**config.mk**
```make
export PLATFORM = sky130hd
export DESIGN_NAME = pipe_stage_reg
export DESIGN_NICKNAME = d
export VERILOG_FILES = /design/src/rtl/pipe_stage_reg_pkg.sv /design/src/rtl/pipe_slot.sv /design/src/rtl/pipe_stage_reg.sv
export SDC_FILE = /design/constraint.sdc
export NUM_CORES = 1
export LEC_CHECK = 0
export ABC_AREA = 1
export CORE_AREA = 4 4 170 172
export DETAILED_ROUTE_END_ITERATION = 8
export DIE_AREA = 0 0 174 176
export DONT_BUFFER_PORTS = 1
export PLACE_DENSITY = 0.65
export SLEW_MARGIN = 20
export SYNTH_ARGS = -nofsm -noshare
export SYNTH_HDL_FRONTEND = slang
export SYNTH_SLANG_ARGS = --single-unit
```
**constraint.sdc**
```tcl
create_clock -name clk -period 2.4 [get_ports clk]
set_input_delay 0.36 -clock clk [delete_from_list [all_inputs] [get_ports clk]]
set_output_delay 0.36 -clock clk [all_outputs]
set_load 0.005 [all_outputs]
```
**src/rtl/pipe_stage_reg_pkg.sv**
```systemverilog
// Shared encodings for the elastic pipeline stage register.
// Occupancy codes, NOP default and stall counter helpers.
package pipe_stage_reg_pkg;

   localparam logic [31:0] NOP_DEFAULT = 32'h0000_0000;

   localparam logic [1:0] OCC_EMPTY = 2'd0;
   localparam logic [1:0] OCC_ONE   = 2'd1;
   localparam logic [1:0] OCC_FULL  = 2'd2;

   localparam int STALL_W = 16;
   localparam logic [STALL_W-1:0] STALL_MAX = '1;

   function automatic logic [STALL_W-1:0] stall_next(
      input logic [STALL_W-1:0] cnt,
      input logic               inc
   );
      if (inc && (cnt != STALL_MAX))
         return cnt + 1'b1;
      return cnt;
   endfunction

endpackage

```
**src/rtl/pipe_slot.sv**
```systemverilog
// One entry of a pipeline stage: valid + instruction + payload.
// Clear wins over load so a flush always leaves a true NOP.
module pipe_slot #(
   parameter int                 INSTR_W = 32,
   parameter int                 DATA_W  = 96,
   parameter logic [INSTR_W-1:0] NOP     = '0
) (
   input  logic               clk,
   input  logic               reset,
   input  logic               i_load,
   input  logic               i_clear,
   input  logic [INSTR_W-1:0] i_instr,
   input  logic [DATA_W-1:0]  i_data,
   output logic               o_valid,
   output logic [INSTR_W-1:0] o_instr,
   output logic [DATA_W-1:0]  o_data
);

   logic               r_valid;
   logic [INSTR_W-1:0] r_instr;
   logic [DATA_W-1:0]  r_data;

   always_ff @(posedge clk or negedge reset) begin
      if (!reset) begin
         r_valid <= 1'b0;
         r_instr <= NOP;
         r_data  <= '0;
      end else if (i_clear) begin
         r_valid <= 1'b0;
         r_instr <= NOP;
         r_data  <= '0;
      end else if (i_load) begin
         r_valid <= 1'b1;
         r_instr <= i_instr;
         r_data  <= i_data;
      end
   end

   assign o_valid = r_valid;
   assign o_instr = r_instr;
   assign o_data  = r_data;

endmodule

```
**src/rtl/pipe_stage_reg.sv**
```systemverilog
// Elastic valid/ready pipeline register with optional skid slot,
// synchronous flush to NOP and a saturating stall counter.
module pipe_stage_reg
   import pipe_stage_reg_pkg::*;
#(
   parameter int                 INSTR_W = 32,
   parameter int                 DATA_W  = 96,
   parameter logic [INSTR_W-1:0] NOP     = NOP_DEFAULT,
   parameter bit                 SKID    = 1'b1
) (
   input  logic               clk,
   input  logic               reset,
   input  logic               flush,
   input  logic               in_valid,
   output logic               in_ready,
   input  logic [INSTR_W-1:0] in_instr,
   input  logic [DATA_W-1:0]  in_data,
   output logic               out_valid,
   input  logic               out_ready,
   output logic [INSTR_W-1:0] out_instr,
   output logic [DATA_W-1:0]  out_data,
   output logic [1:0]         occupancy,
   output logic [STALL_W-1:0] stall_cnt
);

   logic               w_in_fire;
   logic               w_out_fire;
   logic               w_stall;
   logic               w_main_v;
   logic [INSTR_W-1:0] w_main_i;
   logic [DATA_W-1:0]  w_main_d;
   logic               w_main_ld;
   logic               w_main_clr;
   logic [INSTR_W-1:0] w_main_src_i;
   logic [DATA_W-1:0]  w_main_src_d;
   logic [STALL_W-1:0] r_stall;

   assign w_in_fire  = in_valid && in_ready;
   assign w_out_fire = w_main_v && out_ready;
   assign w_stall    = in_valid && !in_ready;

   pipe_slot #(
      .INSTR_W (INSTR_W),
      .DATA_W  (DATA_W),
      .NOP     (NOP)
   ) u_main (
      .clk     (clk),
      .reset   (reset),
      .i_load  (w_main_ld),
      .i_clear (w_main_clr),
      .i_instr (w_main_src_i),
      .i_data  (w_main_src_d),
      .o_valid (w_main_v),
      .o_instr (w_main_i),
      .o_data  (w_main_d)
   );

   generate
      if (SKID) begin : g_skid
         logic               w_skid_v;
         logic [INSTR_W-1:0] w_skid_i;
         logic [DATA_W-1:0]  w_skid_d;
         logic               w_skid_ld;
         logic               w_skid_clr;
         logic [1:0]         w_occ;
         logic [1:0]         w_occ_nx;
         logic               r_in_ready;

         pipe_slot #(
            .INSTR_W (INSTR_W),
            .DATA_W  (DATA_W),
            .NOP     (NOP)
         ) u_skid (
            .clk     (clk),
            .reset   (reset),
            .i_load  (w_skid_ld),
            .i_clear (w_skid_clr),
            .i_instr (in_instr),
            .i_data  (in_data),
            .o_valid (w_skid_v),
            .o_instr (w_skid_i),
            .o_data  (w_skid_d)
         );

         assign w_occ = {1'b0, w_main_v} + {1'b0, w_skid_v};

         always_comb begin
            w_occ_nx     = w_occ;
            w_main_ld    = 1'b0;
            w_main_clr   = 1'b0;
            w_skid_ld    = 1'b0;
            w_skid_clr   = 1'b0;
            w_main_src_i = in_instr;
            w_main_src_d = in_data;
            if (flush) begin
               w_occ_nx   = OCC_EMPTY;
               w_main_clr = 1'b1;
               w_skid_clr = 1'b1;
            end else begin
               unique case (w_occ)
                  OCC_EMPTY: begin
                     if (w_in_fire) begin
                        w_occ_nx  = OCC_ONE;
                        w_main_ld = 1'b1;
                     end
                  end
                  OCC_ONE: begin
                     if (w_in_fire && w_out_fire) begin
                        w_main_ld = 1'b1;
                     end else if (w_in_fire) begin
                        w_occ_nx  = OCC_FULL;
                        w_skid_ld = 1'b1;
                     end else if (w_out_fire) begin
                        w_occ_nx   = OCC_EMPTY;
                        w_main_clr = 1'b1;
                     end
                  end
                  OCC_FULL: begin
                     // skid drains into main; never overtakes it
                     if (w_out_fire) begin
                        w_occ_nx     = OCC_ONE;
                        w_main_ld    = 1'b1;
                        w_main_src_i = w_skid_i;
                        w_main_src_d = w_skid_d;
                        w_skid_clr   = 1'b1;
                     end
                  end
                  default: begin
                     w_occ_nx   = OCC_EMPTY;
                     w_main_clr = 1'b1;
                     w_skid_clr = 1'b1;
                  end
               endcase
            end
         end

         always_ff @(posedge clk or negedge reset) begin
            if (!reset)
               r_in_ready <= 1'b1;
            else
               r_in_ready <= (w_occ_nx != OCC_FULL);
         end

         assign in_ready  = r_in_ready;
         assign occupancy = w_occ;
      end else begin : g_single
         assign in_ready     = !w_main_v || out_ready;
         assign occupancy    = {1'b0, w_main_v};
         assign w_main_ld    = w_in_fire;
         assign w_main_clr   = flush || (w_out_fire && !w_in_fire);
         assign w_main_src_i = in_instr;
         assign w_main_src_d = in_data;
      end
   endgenerate

   always_ff @(posedge clk or negedge reset) begin
      if (!reset)
         r_stall <= '0;
      else
         r_stall <= stall_next(r_stall, w_stall);
   end

   assign out_valid = w_main_v;
   assign out_instr = w_main_i;
   assign out_data  = w_main_d;
   assign stall_cnt = r_stall;

endmodule

```
; ---- After elaboration in Yosys (flattened, before gate mapping)
; Index checks and enable logic that the tools add are counted.
[totals]
out_inout_bits = 148
in_bits = 133
word_cells = 66
reg_bits = 275
[op_classes]
eq_ne = 4
n_reduce_logical = 11
n_mux = 41
n_addsub = 2
[ops]
columns = operator, n
row1 = $mux 96, 7
row2 = $mux 32, 7
row3 = $add 16x1->16 const B, 1
row4 = $mux 1, 16
row5 = $mux 16, 1
row6 = $ne 16x16->1 const B, 1
row7 = $mux 2, 6
row8 = $pmux 2 s3, 1
row9 = $logic_and 1x1->1, 5
row10 = $pmux 1 s2, 2
row11 = $reduce_bool 2->1, 2
row12 = $reduce_or 2->1, 2
row13 = $pmux 1 s3, 1
row14 = $add 1x1->2, 1
row15 = $eq 2x1->1 const B, 1
row16 = $eq 2x2->1 const B, 1
row17 = $logic_not 2->1, 1
row18 = $ne 2x2->1 const B, 1
row19 = $logic_not 1->1, 1

; ---- Logic depth before layout (Yosys ltp)
; Gate-level depths: netlist of run 1.
[logic_depth]
word_depth = 7
ltp_mapped = 11
ltp_nobuf = 9

; ---- Hierarchy
; A second synthesis of run 1 with hierarchy kept.
[hier_totals]
hier_cells = 1445
area_unflattened_um2 = 12936.2
[modules_own_cells]
columns = module, seq_area_each_um2, n_inst, area_each_um2, cells_per_inst
row1 = pipe_slot, 3228.1, 2, 5058.6, 559
row2 = pipe_stage_reg, 426.7, 1, 2819.0, 327

; ---- Worst setup path before layout of run 1
; OpenSTA, ideal clock, no wires.
[synth_timing]
path_kind = reg-to-reg
start = reg u_main.r_valid, in the netlist u_main.o_valid
end = reg u_main.r_data[10], in the netlist u_main.o_data[10]
stages_incl_launch_ff = 8
path_slack_ns = 0.638
path_buffers = 2
setup_ns = 0.065
required_ns = 2.335
arrival_time_ns = 1.697
synth_period_minus_slack_ns = 1.762
path_cell_list = dfrtp_1 -> inv_1 -> ha_1 -> nand2_1 -> clkbuf_1 -> clkbuf_1 -> nand4_1 -> nand2_1
[synth_between]
elab_cells_between_ends = 21
[synth_lines]
columns = element, line
row1 = start: declaration, pipe_slot.sv:19  ; logic r_valid;
row2 = start signal: assignment, pipe_slot.sv:25  ; r_valid <= 1'b0;
row3 = start signal: assignment, pipe_slot.sv:29  ; r_valid <= 1'b0;
row4 = start signal: assignment, pipe_slot.sv:33  ; r_valid <= 1'b1;
row5 = $add 1x1->2 (*), pipe_stage_reg.sv:85  ; assign w_occ = {1'b0, w_main_v} + {1'b0, w_skid_v};
row6 = named net occupancy[0], pipe_stage_reg.sv:22  ; output logic [1:0] occupancy,
row7 = $eq 2x2->1 or $logic_not 2->1 (tied branches), pipe_stage_reg.sv:100  ; unique case (w_occ)
row8 = $reduce_or 2->1 (no line) or $mux 96 (tied branches), n/a
row9 = $pmux 1 s2 or $mux 96 (tied branches), "pipe_stage_reg.sv:100, pipe_stage_reg.sv:95"
row10 = $mux 1 or $mux 96 (tied branches), "pipe_stage_reg.sv:95, pipe_slot.sv:32"
row11 = $mux 96 or $reduce_bool 2->1 (tied branches), n/a
row12 = end signal: assignment, pipe_slot.sv:35  ; r_data <= i_data;
row13 = end: declaration, pipe_slot.sv:21  ; logic [DATA_W-1:0] r_data;
; The timed path passes the listed nets; every way through them passes the cells marked *. The select of a mux whose other input is x is not followed.
; A chain may end at the register's enable or synchronous reset.

; ---- Final worst setup path of run 1
[layout_timing]
start = reg u_main.r_valid, in the netlist u_main.o_valid
end = reg g_skid.u_skid.r_data[48], in the netlist g_skid.u_skid.o_data[48]
[layout_between]
elab_chain_cells = 6
elab_cells_between_ends = 15
[layout_lines]
columns = element, line
row1 = $add 1x1->2 (*), pipe_stage_reg.sv:85
row2 = named net occupancy[0], pipe_stage_reg.sv:22
row3 = $eq 2x1->1 or $logic_not 2->1 (tied branches), pipe_stage_reg.sv:100
row4 = $reduce_or 2->1 (no line), n/a
row5 = $pmux 1 s2, pipe_stage_reg.sv:100
row6 = $mux 1, pipe_stage_reg.sv:95  ; if (flush) begin
row7 = $mux 96 or $reduce_bool 2->1 (tied branches), n/a
row8 = end signal: assignment, pipe_slot.sv:35
row9 = end: declaration, pipe_slot.sv:21
; The timed path passes the listed nets; every way through them passes the cells marked *.

==> metrics.txt, run 1 <==
result of the run finished, violations left; failing checks negative hold slack; critical path data arrival time 2.66 ns; number of remaining DRC errors 0; area fraction in compound gates after synthesis 0.536%; combinational family with the most area after synthesis simple AND/OR/NAND/NOR gates; vertical die dimension 176 um; remaining antenna violation count after routing 0; sequential power share 45.4%; Clock Root Buffer sky130_fd_sc_hd__clkbuf_16; final routed wire length divided by cell count 18.7 um; mean instance size in the synthesized netlist 7.80 um2; final clock period utilization by the worst path 90.9%; most common library cell in the layout ignoring fill and taps sky130_fd_sc_hd__nand2_1; I/O pin total 281; final hold slack -0.508 ns; H-tree levels 1; area of the core 27500 um2; number of clock sinks 275; Placement Cell Area 13600 um2; final wirelength 40.4 mm; initial detailed-routing violation count 1299; max-capacitance violation count 0; startpoint type of the worst setup path register; number of global-route vias before repair 11900; TritonCTS clock tree built; synthesized-area fraction occupied by adder cells 0.369%; Yosys top cell area share 50.6%; Sum Neg Setup Slack 0 ns; Tightest Pin Transition 0.663 ns; vias after detailed routing 12300; CP cell instances inv_1 -> ha_1 -> inv_1 -> nor2_2 -> inv_2 -> nor2_4 -> buf_12 -> nand2_1 -> nand2_1; Clock power frac 40.4%; share of cell area taken by muxes after synthesis 0%; cell row count 61; Power per Cell Area 775 nW/um2; sum of net half-perimeters after detailed placement 22.6 mm; clock-pin slew reported for the worst setup and hold paths after clock tree synthesis 0.06 ns; number of hold violations in the final report 275; dpl cells 1973; Synth Net Count 1875; number of antenna violations at the first check in global routing 0; global-route usage over all layers 25.9%; number of instances in the synthesized netlist 1738; Pre-Repair DR Iteration Count 5; peak per-stage delay on the critical path 0.47 ns; number of buffers between clock root and the deepest sink 3; final cell count without fillers 2157; number of nets in the finished design 1925; cell with the largest stage delay on the worst path sky130_fd_sc_hd__dfrtp_1; combinational share of power 14.2%; switching portion of total power 28.2%; type of element capturing the critical path register; RD Place Congestion 0.835; switching component of the power 3490 uW; shortest clock period the worst path allows after layout 2.18 ns; register bit count reported by yosys 275; worst-case vdd ir drop 0.488 mV; clock latency at the later pin of the worst-skew pair 0.56 ns; TritonCTS buffer count 30; top fanout value on the critical path 75; max_slew headroom 55.8%; xor/xnor cell area share of the yosys netlist 0.517%; count of different cell masters after synthesis 28; Max Freq 459 MHz; die area 30600 um2; count of pins over their slew limit 0; leading cell types in the layout, fill and taps excluded sky130_fd_sc_hd__nand2_1 (830), sky130_fd_sc_hd__nand3_1 (275), sky130_fd_sc_hd__dfrtp_1 (274); category of the most critical setup path register to register; Final Util 58.1%; drt via density 5.70; post-synthesis instance area 13500 um2; class of the worst hold path primary input to async pin; static leakage 0.00862 uW; Worst Skew 0.0169 ns; final setup violation count 0; data required time of the critical path 2.88 ns; area leader, netlist sky130_fd_sc_hd__dfrtp_1; count of inserted antenna diode cells 0; P_int 8880 uW; YS warnings 0; global-route wire length before repair 65.8 mm; pin count of the biggest net entering global routing 276; fraction of layout cells with a size suffix above 1 5.47%; total congestion overflow after global routing 0; cells taking the most area after synthesis sky130_fd_sc_hd__dfrtp_1 (51%), sky130_fd_sc_hd__nand2_1 (23%), sky130_fd_sc_hd__nand3_1 (10%), sky130_fd_sc_hd__nand4_1 (6.0%), sky130_fd_sc_hd__buf_2 (2.5%); count of hold buffers inserted by post-cts repair 129; unrepaired setup endpoints after global routing false; post-route design area 16000 um2; area growth from synthesis to final layout 17.8%; initial standard-cell utilization of the core 49.3%; post-synthesis share of cell area spent on and, or, nand and nor gates 40.4%; sequential cell area fraction in the yosys report 50.8%; Buffers on Ports 0; x dimension of the die 174 um
==> power groups by stage <==
stage,combinational (uW),clock (uW),sequential [uW]
after floorplan,1280,0,5540
after global placement,1520,0,5690
after detailed placement,1560,0,5690
after CTS,1760,5090,5620
after global routing,1960,5290,5680
final,1760,5000,5620
==> cells in the mapped netlist <==
| master | number |
|---|---|
| sky130_fd_sc_hd__clkinv_1 | 1 |
| sky130_fd_sc_hd__nand4_1 | 129 |
| sky130_fd_sc_hd__dfstp_2 | 1 |
| sky130_fd_sc_hd__ha_1 | 4 |
| sky130_fd_sc_hd__nor2_2 | 2 |
| sky130_fd_sc_hd__o21ai_0 | 10 |
| sky130_fd_sc_hd__clkbuf_1 | 16 |
| sky130_fd_sc_hd__nand3_1 | 275 |
| sky130_fd_sc_hd__buf_2 | 69 |
| sky130_fd_sc_hd__dfrtp_1 | 274 |
| sky130_fd_sc_hd__a21oi_1 | 2 |
| sky130_fd_sc_hd__nor4_1 | 1 |
| sky130_fd_sc_hd__nand3b_1 | 1 |
| sky130_fd_sc_hd__xor2_1 | 7 |
| sky130_fd_sc_hd__nor2_1 | 20 |
| sky130_fd_sc_hd__o21ai_1 | 1 |
| sky130_fd_sc_hd__buf_6 | 19 |
| sky130_fd_sc_hd__nand3_2 | 1 |
| sky130_fd_sc_hd__nor3_1 | 1 |
| sky130_fd_sc_hd__inv_1 | 22 |
| sky130_fd_sc_hd__xnor2_1 | 1 |
| sky130_fd_sc_hd__buf_4 | 37 |
| sky130_fd_sc_hd__nand2_2 | 4 |
| sky130_fd_sc_hd__nor2_4 | 2 |
| sky130_fd_sc_hd__a21boi_0 | 1 |
| sky130_fd_sc_hd__inv_2 | 3 |
| sky130_fd_sc_hd__nand2_1 | 832 |
| sky130_fd_sc_hd__buf_1 | 2 |
==> per-layer routing <==
layer	vias to the layer above	share of wire, %	routed length, um	GRT usage [%]
li1	5782	-	-	-
met1	5839	43	17200	36.0
met2	576	45	18200	40.0
met3	90	9.4	3780	7.02
met4	0	3.0	1210	7.75
met5	-	0	0	0
==> path summary, 6_finish.rpt <==
| check | startpoint | to | slack (ns) | depth (start not counted) |
|---|---|---|---|---|
| max | u_main.o_valid | g_skid.u_skid.o_data[48] | 0.22 | 9 |
| min | reset | stall_cnt[13] | -0.51 | 0 |
| max reg2reg | u_main.o_valid | g_skid.u_skid.o_data[48] | 0.22 | 9 |
| min reg2reg | g_skid.u_skid.o_instr[4] | g_skid.u_skid.o_instr[4] | 0.48 | 2 |
| max in group asynchronous | reset | u_main.o_data[42] | 2.33 | 0 |
| min in group clk | in_instr[9] | u_main.o_instr[9] | 0.02 | 4 |
==> cells by family (layout without fill, tap and decap cells) <==
| kind of cell | after synthesis | after routing |
|---|---|---|
| compound gates | 14 | 14 |
| fa+ha+maj | 4 | 4 |
| buf+inv | 169 | 242 |
| flops | 275 | 275 |
| xor+xnor | 8 | 8 |
| simple gates | 1268 | 1268 |
==> per-stage QoR <==
stage               setup WS (ns)  total power, uW  hold WS, ns
CTS                         0.252            12500       -0.524
finish                      0.219            12400       -0.508
floorplan                   0.638             6820       0.0644
detailed placement          0.269             7250       0.0727
global placement            0.331             7210       0.0729
global route               0.0769            12900       -0.523
==> worst max-delay path, delay by kind of cell (launching register included) <==
family	cells	cell delay, ns
buf+inv	4	0.59
simple gates	4	0.54
flops	1	0.47
fa+ha+maj	1	0.42
==> sequential cells by signal (all words and copies together), names as in the netlist <==
register,flops
g_skid.u_skid.o_data,96
g_skid.u_skid.o_instr,32
g_skid.u_skid.o_valid,1
in_ready,1
stall_cnt,16
u_main.o_data,96
u_main.o_instr,32
u_main.o_valid,1
==> final cells by class <==
| type | instances | area, um2 |
|---|---|---|
| clock buffers | 43 | 891 |
| clock inverters | 12 | 188 |
| well taps | 346 | 433 |
| inverters | 26 | 100 |
| repair buffers | 161 | 1770 |
| flip-flops and latches | 275 | 6880 |
| multi-input cells | 1294 | 5700 |
| fillers | 2417 | 11500 |
==> what timing repair did <==
item	in CTS	in global routing
gates resized for setup	0	0
endpoints found under the hold margin	410	275
setup buffers	0	0
Power figures use the tool's default switching activity.
==> run 2: changes to the inputs <==
--- a/config.mk
+++ b/config.mk
@@ -6,11 +6,11 @@
 export NUM_CORES = 1
 export LEC_CHECK = 0
 export ABC_AREA = 1
-export CORE_AREA = 4 4 170 172
+export CORE_AREA = 4 4 179 181
 export DETAILED_ROUTE_END_ITERATION = 8
-export DIE_AREA = 0 0 174 176
+export DIE_AREA = 0 0 183 185
 export DONT_BUFFER_PORTS = 1
-export PLACE_DENSITY = 0.65
+export PLACE_DENSITY = 0.6
 export SLEW_MARGIN = 20
 export SYNTH_ARGS = -nofsm -noshare
 export SYNTH_HDL_FRONTEND = slang
==> metrics.txt, run 2 (synthesis gave the netlist of run 1 again) <==
cell with the largest stage delay on the worst path sky130_fd_sc_hd__dfrtp_1; post-route design area 15900 um2 (-0.37%); max-capacitance violation count 0 (unchanged); max_slew headroom 54.8% (-1.0 points); area growth from synthesis to final layout 17.4%; count of pins over their slew limit 0 (unchanged); Buffers on Ports 0 (unchanged); final cell count without fillers 2204 (+2.2%); result of the run finished, violations left; top fanout value on the critical path 78 (+4.0%); global-route wire length before repair 67.4 mm (+2.4%); Max Freq 453 MHz (-1.2%); R2R Path End u_main.o_instr[22]; Clock Root Buffer sky130_fd_sc_hd__clkbuf_16; vias after detailed routing 12200 (-1.1%); cell row count 64 (+4.9%); clock-pin slew reported for the worst setup and hold paths after clock tree synthesis 0.06 ns (about the same); worst-case vdd ir drop 0.624 mV (+28%); vertical die dimension 185 um (+5.1%); global-route usage over all layers 24.0% (-1.8 points); final wirelength 41.8 mm (+3.4%); Placement Cell Area 13600 um2 (+0.13%); failing checks negative hold slack; RD Place Congestion 0.787 (-5.8%); total congestion overflow after global routing 0 (unchanged); I/O pin total 281 (unchanged); filler cell count in the final layout 2856 (+18%); count of hold buffers inserted by post-cts repair 129 (unchanged); count of inserted antenna diode cells 0 (unchanged); final hold slack -0.491 ns (+0.0167 ns); class of the worst hold path primary input to async pin; area of the core 30400 um2 (+11%); x dimension of the die 183 um (+5.2%); Pre-Repair DR Iteration Count 7 (+2); reg-to-reg startpoint u_main.o_valid; number of hold violations in the final report 275 (unchanged); fraction of layout cells with a size suffix above 1 5.25% (-0.21 points); sum of net half-perimeters after detailed placement 23.3 mm (+2.8%); startpoint type of the worst setup path register; Sum Neg Setup Slack 0 ns (unchanged); Total Power 12100 uW (-1.9%); number of antenna violations at the first check in global routing 0 (unchanged); drt via density 5.51 (-3.2%); Power per Cell Area 763 nW/um2 (-1.5%); cell type with the highest occurrence count on the critical path sky130_fd_sc_hd__nand2_1; CTS resizes 0 (unchanged); final clock period utilization by the worst path 92.0% (+1.1 points); Worst Skew 0.00746 ns (-0.00945 ns); critical path data arrival time 2.69 ns (+0.03 ns); unrepaired setup endpoints after global routing false; number of global-route vias before repair 11900 (+0.38%); leading cell types in the layout, fill and taps excluded sky130_fd_sc_hd__nand2_1 (830), sky130_fd_sc_hd__nand3_1 (275), sky130_fd_sc_hd__dfrtp_1 (274); final setup violation count 0 (unchanged); TritonCTS clock tree built; type of element capturing the critical path register; Tightest Pin Transition 0.678 ns (+0.0153 ns); initial detailed-routing violation count 1101 (-15%); initial standard-cell utilization of the core 44.5% (-4.8 points); static leakage 0.00857 uW (-0.56%); die area 33900 um2 (+11%); number of nets in the finished design 1925 (unchanged); TritonCTS buffer count 31 (+3.3%); shortest clock period the worst path allows after layout 2.21 ns (+0.0276 ns); number of remaining DRC errors 0 (unchanged); CP cell instances inv_1 -> ha_1 -> nand3_1 -> nand2_1 -> nand2_1 -> nand2_4 -> buf_12 -> nand4_1 -> nand2_1; remaining antenna violation count after routing 0 (unchanged); final routed wire length divided by cell count 19.0 um (+1.2%); number of clock sinks 275 (unchanged); peak per-stage delay on the critical path 0.47 ns (about the same); pin count of the biggest net entering global routing 276 (unchanged); number of buffers between clock root and the deepest sink 3 (unchanged); data required time of the critical path 2.88 ns (about the same); H-tree levels 1 (unchanged); category of the most critical setup path register to register; clock latency at the later pin of the worst-skew pair 0.55 ns (about the same); Register-to-Register Setup Slack 0.19 ns (-0.03 ns); number of cells traversed by the worst register-to-register path 9 (unchanged); most common library cell in the layout ignoring fill and taps sky130_fd_sc_hd__nand2_1; total setup buffers inserted after CTS 0 (unchanged); dpl cells 2022 (+2.5%)
## run 2: cell type report
type                            count  area (um2)  area share, %
Sequential cell                   275        6880           43.3
Clock inverter                     14         176           1.11
Multi-Input combinational cell   1294        5700           35.8
Timing Repair Buffer              160        1720           10.8
Clock buffer                       39         826           5.19
Inverter                           26         100          0.629
Tap cell                          396         495           3.12
## run 2: worst max-delay path by stage
| stage | startpoint | endpoint | slack, ns | cells after the start |
|---|---|---|---|---|
| 5_1_grt | u_main.o_valid | u_main.o_instr[22] | 0.02 | 9 |
| 2_1_floorplan | u_main.o_valid | u_main.o_data[10] | 0.64 | 7 |
| 3_3_place_gp | u_main.o_valid | u_main.o_instr[13] | 0.30 | 9 |
| 3_5_place_dp | u_main.o_valid | g_skid.u_skid.o_data[31] | 0.25 | 9 |
| 6_report | u_main.o_valid | u_main.o_instr[22] | 0.19 | 9 |
| 4_1_cts | u_main.o_valid | g_skid.u_skid.o_data[22] | 0.23 | 9 |
## run 2: critical path, delay by kind of cell, from the launching register on
family,cells,cell delay [ns]
and+or+nand+nor,6,0.73
DFF,1,0.47
adders and majority gates,1,0.45
buffers and inverters,2,0.45
## run 2: per-layer routing
metal  global-route usage [%]  share of wire [%]  wire length (um)  vias up
met2                     36.5                 45             18800      452
met1                     34.7                 44             18400     5868
met5                        0                  0                 0        -
li1                         -                  -                 -     5768
met3                     5.89                8.8              3670       64
met4                     6.05                2.3               957        0
## run 2: where the power goes
part | total [uW] | switching, uW | internal, uW
clock | 4760 | 1920 | 2840
combinational | 1760 | 1130 | 629
sequential | 5620 | 461 | 5160
## run 2: through the flow
stage               setup WS, ns  hold slack (ns)  utilization (%)
floorplan                  0.638           0.0644                -
global placement           0.298           0.0723             44.7
detailed placement         0.251           0.0714             44.7
CTS                        0.233           -0.525             52.3
global route              0.0244           -0.525             52.3
finish                     0.192           -0.491             52.3
